$ cat src/rtl/lbp_stream_engine.sv
`default_nettype none
// ============================================================================
// Module   : lbp_stream_engine
// Purpose  : Streaming 3x3 Local Binary Pattern engine. Reads each gray
//            pixel once in raster order and uses two line buffers plus a
//            sliding window to produce one LBP code per interior pixel.
// Options  : LBP_BORDER_EN - when defined, writes code 0 to every border
//            pixel after the interior results.
// Revision : 1.0 - initial release
// ============================================================================
module lbp_stream_engine #(
  parameter int IMG_W  = 128,
  parameter int IMG_H  = 128,
  parameter int DATA_W = 8,
  parameter int ADDR_W = $clog2(IMG_W*IMG_H)
) (
  input  logic              clk,
  input  logic              reset,
  input  logic              gray_ready,
  output logic              gray_req,
  output logic [ADDR_W-1:0] gray_addr,
  input  logic [DATA_W-1:0] gray_data,
  output logic              lbp_valid,
  output logic [ADDR_W-1:0] lbp_addr,
  output logic [7:0]        lbp_data,
  output logic              finish
);

  localparam int c_col_w = $clog2(IMG_W);
  localparam int c_row_w = $clog2(IMG_H);
  localparam logic [c_col_w-1:0] c_last_col = c_col_w'(IMG_W-1);
  localparam logic [c_row_w-1:0] c_last_row = c_row_w'(IMG_H-1);
  // Distance from the newest pixel back to the window centre (one row, one column).
  localparam logic [ADDR_W-1:0]  c_ctr_ofs  = ADDR_W'(IMG_W+1);

  typedef enum logic [2:0] {
    S_IDLE   = 3'd0,
    S_RUN    = 3'd1,
    S_FLUSH  = 3'd2,
`ifdef LBP_BORDER_EN
    S_BORDER = 3'd3,
`endif
    S_DONE   = 3'd4
  } state_t;

  state_t              r_state;
  state_t              w_state_next;

  logic [c_row_w-1:0]  r_rd_r;
  logic [c_col_w-1:0]  r_rd_c;
  logic [ADDR_W-1:0]   r_rd_addr;
  logic                w_last_read;
  logic                w_win_valid;

  logic [DATA_W-1:0]   r_lb1 [IMG_W];   // row r-1
  logic [DATA_W-1:0]   r_lb2 [IMG_W];   // row r-2
  // The two older window columns; the newest column is taken live from the
  // line buffers and the ROM so the code is ready in the read cycle.
  logic [DATA_W-1:0]   r_win [3][2];
  logic [DATA_W-1:0]   w_win [3][3];
  logic [DATA_W-1:0]   w_ctr;
  logic [7:0]          w_code;

  logic                r_lbp_valid;
  logic [ADDR_W-1:0]   r_lbp_addr;
  logic [7:0]          r_lbp_data;

`ifdef LBP_BORDER_EN
  localparam int c_border_n = 2*IMG_W + 2*IMG_H - 4;
  localparam int c_bidx_w   = $clog2(c_border_n);
  localparam logic [c_bidx_w-1:0] c_bidx_last = c_bidx_w'(c_border_n-1);
  // First walk index of the right column, bottom row and left column.
  localparam logic [c_bidx_w-1:0] c_seg_right  = c_bidx_w'(IMG_W);
  localparam logic [c_bidx_w-1:0] c_seg_bottom = c_bidx_w'(IMG_W+IMG_H-1);
  localparam logic [c_bidx_w-1:0] c_seg_left   = c_bidx_w'(2*IMG_W+IMG_H-2);

  logic [c_bidx_w-1:0] r_bidx;
  logic [c_bidx_w-1:0] w_bidx_next;
  logic [ADDR_W-1:0]   w_baddr_next;

  // Next border address: step direction depends on which edge the next index lies on.
  always_comb begin
    w_bidx_next  = r_bidx + c_bidx_w'(1);
    w_baddr_next = r_lbp_addr;
    if (w_bidx_next < c_seg_right)
      w_baddr_next = r_lbp_addr + ADDR_W'(1);
    else if (w_bidx_next < c_seg_bottom)
      w_baddr_next = r_lbp_addr + ADDR_W'(IMG_W);
    else if (w_bidx_next < c_seg_left)
      w_baddr_next = r_lbp_addr - ADDR_W'(1);
    else
      w_baddr_next = r_lbp_addr - ADDR_W'(IMG_W);
  end
`endif

  assign w_last_read = (r_rd_r == c_last_row) && (r_rd_c == c_last_col);
  // Columns 0 and 1 of a row still hold the previous row's tail in the window.
  assign w_win_valid = (r_rd_r >= c_row_w'(2)) && (r_rd_c >= c_col_w'(2));

  // State register.
  always_ff @(posedge clk) begin
    if (reset) r_state <= S_IDLE;
    else       r_state <= w_state_next;
  end

  // Next-state decode and the combinational strobes.
  always_comb begin
    w_state_next = r_state;
    gray_req     = 1'b0;
    finish       = 1'b0;
    case (r_state)
      S_IDLE:  if (gray_ready) w_state_next = S_RUN;
      S_RUN: begin
        gray_req = 1'b1;
        if (w_last_read) w_state_next = S_FLUSH;
      end
`ifdef LBP_BORDER_EN
      S_FLUSH:  w_state_next = S_BORDER;
      S_BORDER: if (r_bidx == c_bidx_last) w_state_next = S_DONE;
`else
      S_FLUSH:  w_state_next = S_DONE;
`endif
      S_DONE: begin
        finish       = 1'b1;
        w_state_next = S_IDLE;
      end
      default: w_state_next = S_IDLE;
    endcase
  end

  assign gray_addr = gray_req ? r_rd_addr : '0;

  // Raster read counters; held at zero outside RUN so every image restarts at pixel 0.
  always_ff @(posedge clk) begin
    if (reset || (r_state != S_RUN)) begin
      r_rd_r    <= '0;
      r_rd_c    <= '0;
      r_rd_addr <= '0;
    end else begin
      r_rd_addr <= r_rd_addr + ADDR_W'(1);
      if (r_rd_c == c_last_col) begin
        r_rd_c <= '0;
        r_rd_r <= r_rd_r + c_row_w'(1);
      end else begin
        r_rd_c <= r_rd_c + c_col_w'(1);
      end
    end
  end

  // Assemble the current 3x3 window: two stored columns plus the incoming column.
  always_comb begin
    for (int i = 0; i < 3; i++) begin
      w_win[i][0] = r_win[i][0];
      w_win[i][1] = r_win[i][1];
    end
    w_win[0][2] = r_lb2[r_rd_c];
    w_win[1][2] = r_lb1[r_rd_c];
    w_win[2][2] = gray_data;
  end

  assign w_ctr  = w_win[1][1];
  assign w_code = {w_win[2][2] >= w_ctr, w_win[2][1] >= w_ctr, w_win[2][0] >= w_ctr,
                   w_win[1][2] >= w_ctr, w_win[1][0] >= w_ctr,
                   w_win[0][2] >= w_ctr, w_win[0][1] >= w_ctr, w_win[0][0] >= w_ctr};

  // Line buffers (read-before-write per column) and window shift; no reset needed.
  always_ff @(posedge clk) begin
    if (r_state == S_RUN) begin
      r_lb2[r_rd_c] <= r_lb1[r_rd_c];
      r_lb1[r_rd_c] <= gray_data;
      for (int i = 0; i < 3; i++) begin
        r_win[i][0] <= w_win[i][1];
        r_win[i][1] <= w_win[i][2];
      end
    end
  end

  // Registered result port: interior codes during RUN, zero codes along the border.
  always_ff @(posedge clk) begin
    if (reset) begin
      r_lbp_valid <= 1'b0;
      r_lbp_addr  <= '0;
      r_lbp_data  <= '0;
`ifdef LBP_BORDER_EN
      r_bidx      <= '0;
`endif
    end else begin
      r_lbp_valid <= 1'b0;
      if ((r_state == S_RUN) && w_win_valid) begin
        r_lbp_valid <= 1'b1;
        r_lbp_addr  <= r_rd_addr - c_ctr_ofs;
        r_lbp_data  <= w_code;
      end
`ifdef LBP_BORDER_EN
      else if (r_state == S_FLUSH) begin
        r_lbp_valid <= 1'b1;
        r_lbp_addr  <= '0;
        r_lbp_data  <= '0;
        r_bidx      <= '0;
      end else if ((r_state == S_BORDER) && (r_bidx != c_bidx_last)) begin
        r_lbp_valid <= 1'b1;
        r_lbp_addr  <= w_baddr_next;
        r_lbp_data  <= '0;
        r_bidx      <= w_bidx_next;
      end
`endif
    end
  end

  assign lbp_valid = r_lbp_valid;
  assign lbp_addr  = r_lbp_addr;
  assign lbp_data  = r_lbp_data;

endmodule
`default_nettype wire
$ cat config.mk
export PLATFORM = sky130hd
export DESIGN_NAME = lbp_stream_engine
export DESIGN_NICKNAME = d
export VERILOG_FILES = /design/src/rtl/lbp_stream_engine.sv
export SDC_FILE = /design/constraint.sdc
export NUM_CORES = 2
export LEC_CHECK = 0
export ABC_AREA = 1
export ABC_CLOCK_PERIOD_IN_PS = 5900
export CORE_ASPECT_RATIO = 1.75
export CORE_MARGIN = 2
export CORE_UTILIZATION = 45
export DETAILED_ROUTE_END_ITERATION = 6
export HOLD_SLACK_MARGIN = 0.12
export PLACE_DENSITY_LB_ADDON = 0.12
export SYNTH_ARGS = -nofsm -noshare
export SYNTH_HDL_FRONTEND = slang
export SYNTH_SLANG_ARGS = --single-unit
$ cat constraint.sdc
create_clock -name clk -period 5.9 [get_ports clk]
set_input_delay 1.18 -clock clk [delete_from_list [all_inputs] [get_ports clk]]
set_output_delay 1.18 -clock clk [all_outputs]
set_load 0.02 [all_outputs]
Word level (Yosys, flattened, before mapping)
Memories as Yosys holds them, arrays and structs flattened. A register that Yosys moved wholly into a read port is not among the register bits.
Index checks and enable logic that the tools add are counted.
{"block": "word_totals", "ff_bits": 54, "elab_cells": 49, "memories": 3, "output_inout_bits": 39, "mem_bits_rw": 2096}
{"block": "classes", "mux": 10, "reduce_logical": 7, "eq_ne": 8, "order_cmp": 10, "addsub": 4}
{"name": "r_lb1", "depth": 128, "width": 8, "read_ports": 1, "rd_clocked_by_memory_dff": 1, "wr": 1, "line_no": "55", "rtl": "logic [DATA_W-1:0] r_lb1 [IMG_W];"}
{"name": "r_lb2", "depth": 128, "width": 8, "read_ports": 1, "rd_clocked_by_memory_dff": 1, "wr": 1, "line_no": "56", "rtl": "logic [DATA_W-1:0] r_lb2 [IMG_W];"}
{"name": "r_win", "depth": 3, "width": 16, "read_ports": 3, "rd_clocked_by_memory_dff": 0, "wr": 3, "line_no": "59", "rtl": "logic [DATA_W-1:0] r_win [3][2];"}
{"operator": "8-bit greater-or-equal comparator", "count": 8}
{"operator": "14-bit by 1-bit adder with 14-bit output, second input constant", "count": 1}
{"operator": "7-bit by 1-bit adder with 7-bit output, second input constant", "count": 2}
{"operator": "7-bit == test, second input constant", "count": 2}
{"operator": "7-bit by 2-bit greater-or-equal comparator with 1-bit output, second input constant", "count": 2}
{"operator": "14-bit two-way mux", "count": 1}
{"operator": "7-bit two-way mux", "count": 2}
{"operator": "14-bit by 8-bit subtractor with 14-bit output, second input constant", "count": 1}
{"operator": "3-bit case mux with 3 select lines", "count": 1}
{"operator": "3-bit two-way mux", "count": 2}
{"operator": "1-bit two-way mux", "count": 4}
{"operator": "2-bit != test, second input constant", "count": 2}
{"operator": "3-bit by 1-bit == test with 1-bit output, second input constant", "count": 1}
{"operator": "3-bit by 2-bit == test with 1-bit output, second input constant", "count": 1}
{"operator": "3-bit == test, second input constant", "count": 1}
{"operator": "1-bit logical AND", "count": 3}
{"operator": "3-bit logical NOT", "count": 1}
{"operator": "3-bit by 1-bit != test with 1-bit output, second input constant", "count": 1}
{"operator": "2-bit AND reduction", "count": 1}
{"operator": "2-bit OR reduction", "count": 1}
{"operator": "1-bit logical OR", "count": 1}

Depth between registers and ports, before layout
{"block": "depth", "ltp_word": 4, "ltp_mapped": 24}

Worst setup path before layout
Ideal clock, no wire load.
{"block": "synth_timing", "path_kind": "register -> register", "startpoint": "register r_state[2]", "endpoint": "memory r_lb1[102][0] (enable)", "n_path_buf": 2, "arrival_time_ns": 3.821, "slack_ns": 1.691, "required_ns": 5.512, "stages_incl_launch_ff": 6, "setup_time_ns": 0.388, "path_cell_list": "dfxtp_1 nor3_2 clkbuf_1 nand3_1 clkbuf_1 nor2_1"}
{"block": "synth_between", "elab_chain_cells": 3}
{"element": "from (decl)", "line_no": "46", "rtl": "state_t r_state;"}
{"element": "from (signal assigned)", "line_no": "103", "rtl": "else r_state <= w_state_next;"}
{"element": "3-bit by 1-bit == test with 1-bit output"}
{"element": "1-bit two-way mux"}
{"element": "via gray_req", "line_no": "20", "rtl": "output logic gray_req,"}
{"element": "1-bit two-way mux (implied by the code)", "line_no": "170", "rtl": "r_lb1[r_rd_c] <= gray_data;"}
{"element": "to (decl)", "line_no": "55"}
The timed path passes the listed nets, and every way through them passes these cells.

==> run summary <==
drt pass-1 iters: 7
category of the critical setup timing path: reg2reg
Synth cell types: 36
vertical die dimension: 601 um
required time at the endpoint of the critical path: 6.36 ns
effective utilization at floorplan: 45.2%
clock transition at the registers of the reported paths: 0.07 ns
fraction of final layout cells with drive strength greater than 1: 6.28%
Die X-Extent: 345 um
PostCTS Resize Cnt: 0
standard cell core area: 203000 sq um
area of all placed cells without fillers: 103000 sq um
Cell Rows: 219
Yosys warning count: 0
cell chosen for the clock root: clkbuf_16
post-detailed-route DRC marker count: 0
Setup Fix Bufs, Post-CTS: 0
filler cell count in the final layout: 18200
remaining global-route overflow: 0
Setup Skew: 0.0469 ns
HP Class: reg2reg
final total negative setup slack: 0 ns
num ports: 50
cell area after synthesis: 91800 sq um
result of the run: completed
placement-stage cell area: 96200 sq um
WP data arrival: 4.96 ns
Worst Path Max Fanout: 86
number of pins with negative max-slew slack in the final report: 0
final wirelength: 268 mm
Hold Vio Cnt, Final: 0
achievable frequency: 223 MHz
net count after synthesis: 9241
count of nets left with antenna violations after detail routing: 0
vias per inst: 5.20
count of max-cap constraint violations: 0
crit-path cells: inv_8 -> buf_12 -> nand2_1 -> nand2_1 -> nand2_1 -> nand2_1 -> nand2_1 -> nand2_1 -> nand2_1 -> nand2_1 -> nor2_1 -> nor2_1 -> nor2_1 -> nand2_4 -> buf_4 -> buf_4
Synth Register Bits: 2150
first-iteration detailed-routing DRC count: 5505
Final min period: 4.49 ns
GPL Wtd Cong: 0.855
detailed-route via count: 62600
placed insts: 11700
Post-Place Setup Slack: 1.53 ns
measured slew at the worst slew-check pin: 1.13 ns
minimum setup slack in the final design: 1.41 ns
Post-layout nets: 9313
insertion delay to the later sink of the worst-skew pair: 0.86 ns
Leak: 0.0421 uW
first-pass GRT wire length: 398 mm
DR WL/cell: 22.3 um
share of the yosys chip area belonging to registers: 69.8%
vias in the first global route: 61300
critical path endpoint category: register
leading cell types in the layout, fill and taps excluded: nand2_1 (5740), edfxtp_1 (2096), nor2_1 (376), buf_4 (224), clkbuf_16 (207)
relative max-transition margin: 24.9%
maximum number of pins on one net before global-route repair: 161
DP HPWL: 154 mm
die area: 208000 sq um
synth-to-layout area growth: 11.9%
core occupancy in the finished layout: 50.6%
number of sinks handled by clock tree synthesis: 2150
gate count of the mapped netlist: 9160
final setup violating endpoints: 0
power density over the cells: 309 nW/um^2
Hold-fix buffers, CTS: 0
category of the worst setup path launch point: register
delay of the slowest cell on the worst path: 0.86 ns
Inserted Clock Buffers: 202
maximum clock insertion buffer count: 4
H-tree level count: 4
TritonCTS clock tree: yes
most repeated library cell on the critical path: nand2_1
mean area per synthesized cell: 10.0 sq um
GRT Total Usage: 25.6%
initial antenna violation count: 4
count of placed standard cells in the final layout, fillers left out: 12000
maximum VDD drop: 0.000212 V
count of buffers inserted at the top-level ports: 49
post-route clock period utilization: 76.2%
cell type of the slowest stage on the worst timing path: buf_4
unrepaired setup endpoints after global routing: false
leading cell type in the layout, fill and taps excluded: nand2_1
## through the flow
step	hold WS (ns)	power (uW)
CTS	0.445	31900
global placement	0.427	19000
floorplan	0.421	18300
finish	0.444	31700
global route	0.458	32600
detailed placement	0.432	19000
## cell type report
class,count,area [sq um],share of cell area [%]
Multi-Input combinational cell,6432,25300,24.7
Tap cell,2652,3320,3.23
Clock buffer,257,5380,5.24
Sequential cell,2150,64000,62.4
Clock inverter,103,1040,1.01
Timing Repair Buffer,314,3000,2.93
Antenna cell,7,17.5,0.0171
Inverter,132,518,0.505
## Yosys cell counts, drive strengths merged
cell / number / area (sq um)
a21oi: 67 / 335
ha: 70 / 876
o21ai: 48 / 240
a31oi: 4 / 25.0
nand4: 14 / 87.6
xnor2: 1 / 8.76
nor3b: 3 / 22.5
clkbuf: 157 / 589
nand2: 5748 / 21600
a221oi: 1 / 8.76
o211a: 1 / 10.0
nand3: 43 / 215
dfxtp: 54 / 1080
or2: 11 / 68.8
inv: 129 / 484
o2111ai: 8 / 70.1
o31ai: 1 / 7.51
nor2: 386 / 1460
xor2: 6 / 52.6
o211ai: 4 / 30.0
edfxtp: 2096 / 62900
nor4: 2 / 12.5
a211oi: 1 / 7.51
nor3: 12 / 70.1
clkinv: 3 / 11.3
nand3b: 1 / 7.51
buf: 289 / 1470
## sequential cells by signal (all words and copies together) (netlist names)
| name | flops |
|---|---|
| lbp_addr | 14 |
| lbp_data | 8 |
| lbp_valid | 1 |
| r_lb1 | 1024 |
| r_lb2 | 1024 |
| r_rd_addr | 14 |
| r_rd_c | 7 |
| r_rd_r | 7 |
| r_state | 3 |
| r_win | 48 |
## metal layers
| metal | routed length [um] | share of wire [%] | track usage (%) | vias to the layer above |
|---|---|---|---|---|
| met2 | 139000 | 52 | 46.2 | 1912 |
| li1 | - | - | - | 29800 |
| met1 | 103000 | 39 | 30.9 | 30400 |
| met3 | 14000 | 5.2 | 2.52 | 495 |
| met5 | 0 | 0 | 0 | - |
| met4 | 12500 | 4.7 | 11.4 | 0 |
## worst max-delay path, delay by kind of cell, from the launching register on
family                 cells  cell delay, ns
buffers and inverters      4            2.15
AND/OR/NAND/NOR           12            1.24
flip-flops                 1            0.46
## report_power, final
part	total (uW)	leakage (uW)	switching (uW)	internal (uW)
registers	16900	0.0193	19.3	16900
logic	1770	0.0197	1370	397
clock network	13000	0.00314	5660	7380
## final timing paths
kind                    startpoint                     to  slack, ns  cells after the start
max           r_rd_c[0]$_SDFF_PP0_  r_lb2[5][7]$_DFFE_PP_       1.41                     16
max reg2reg   r_rd_c[0]$_SDFF_PP0_  r_lb2[5][7]$_DFFE_PP_       1.41                     16
min reg2reg  r_win[0][0]$_DFFE_PP_  r_win[0][8]$_DFFE_PP_       0.44                      0
min          r_win[0][0]$_DFFE_PP_  r_win[0][8]$_DFFE_PP_       0.44                      0
## cells by family (layout without fill, tap and decap cells)
kind of cell,count (synthesis),in the layout,synth area share [%]
xor+xnor,7,7,0.0668
flops,2150,2150,69.8
fa+ha+maj,70,70,0.954
other cells,0,7,0
buf+inv,578,806,2.78
simple gates,6220,6220,25.6
compound gates,135,135,0.800
(Power assumes the default switching activity.)
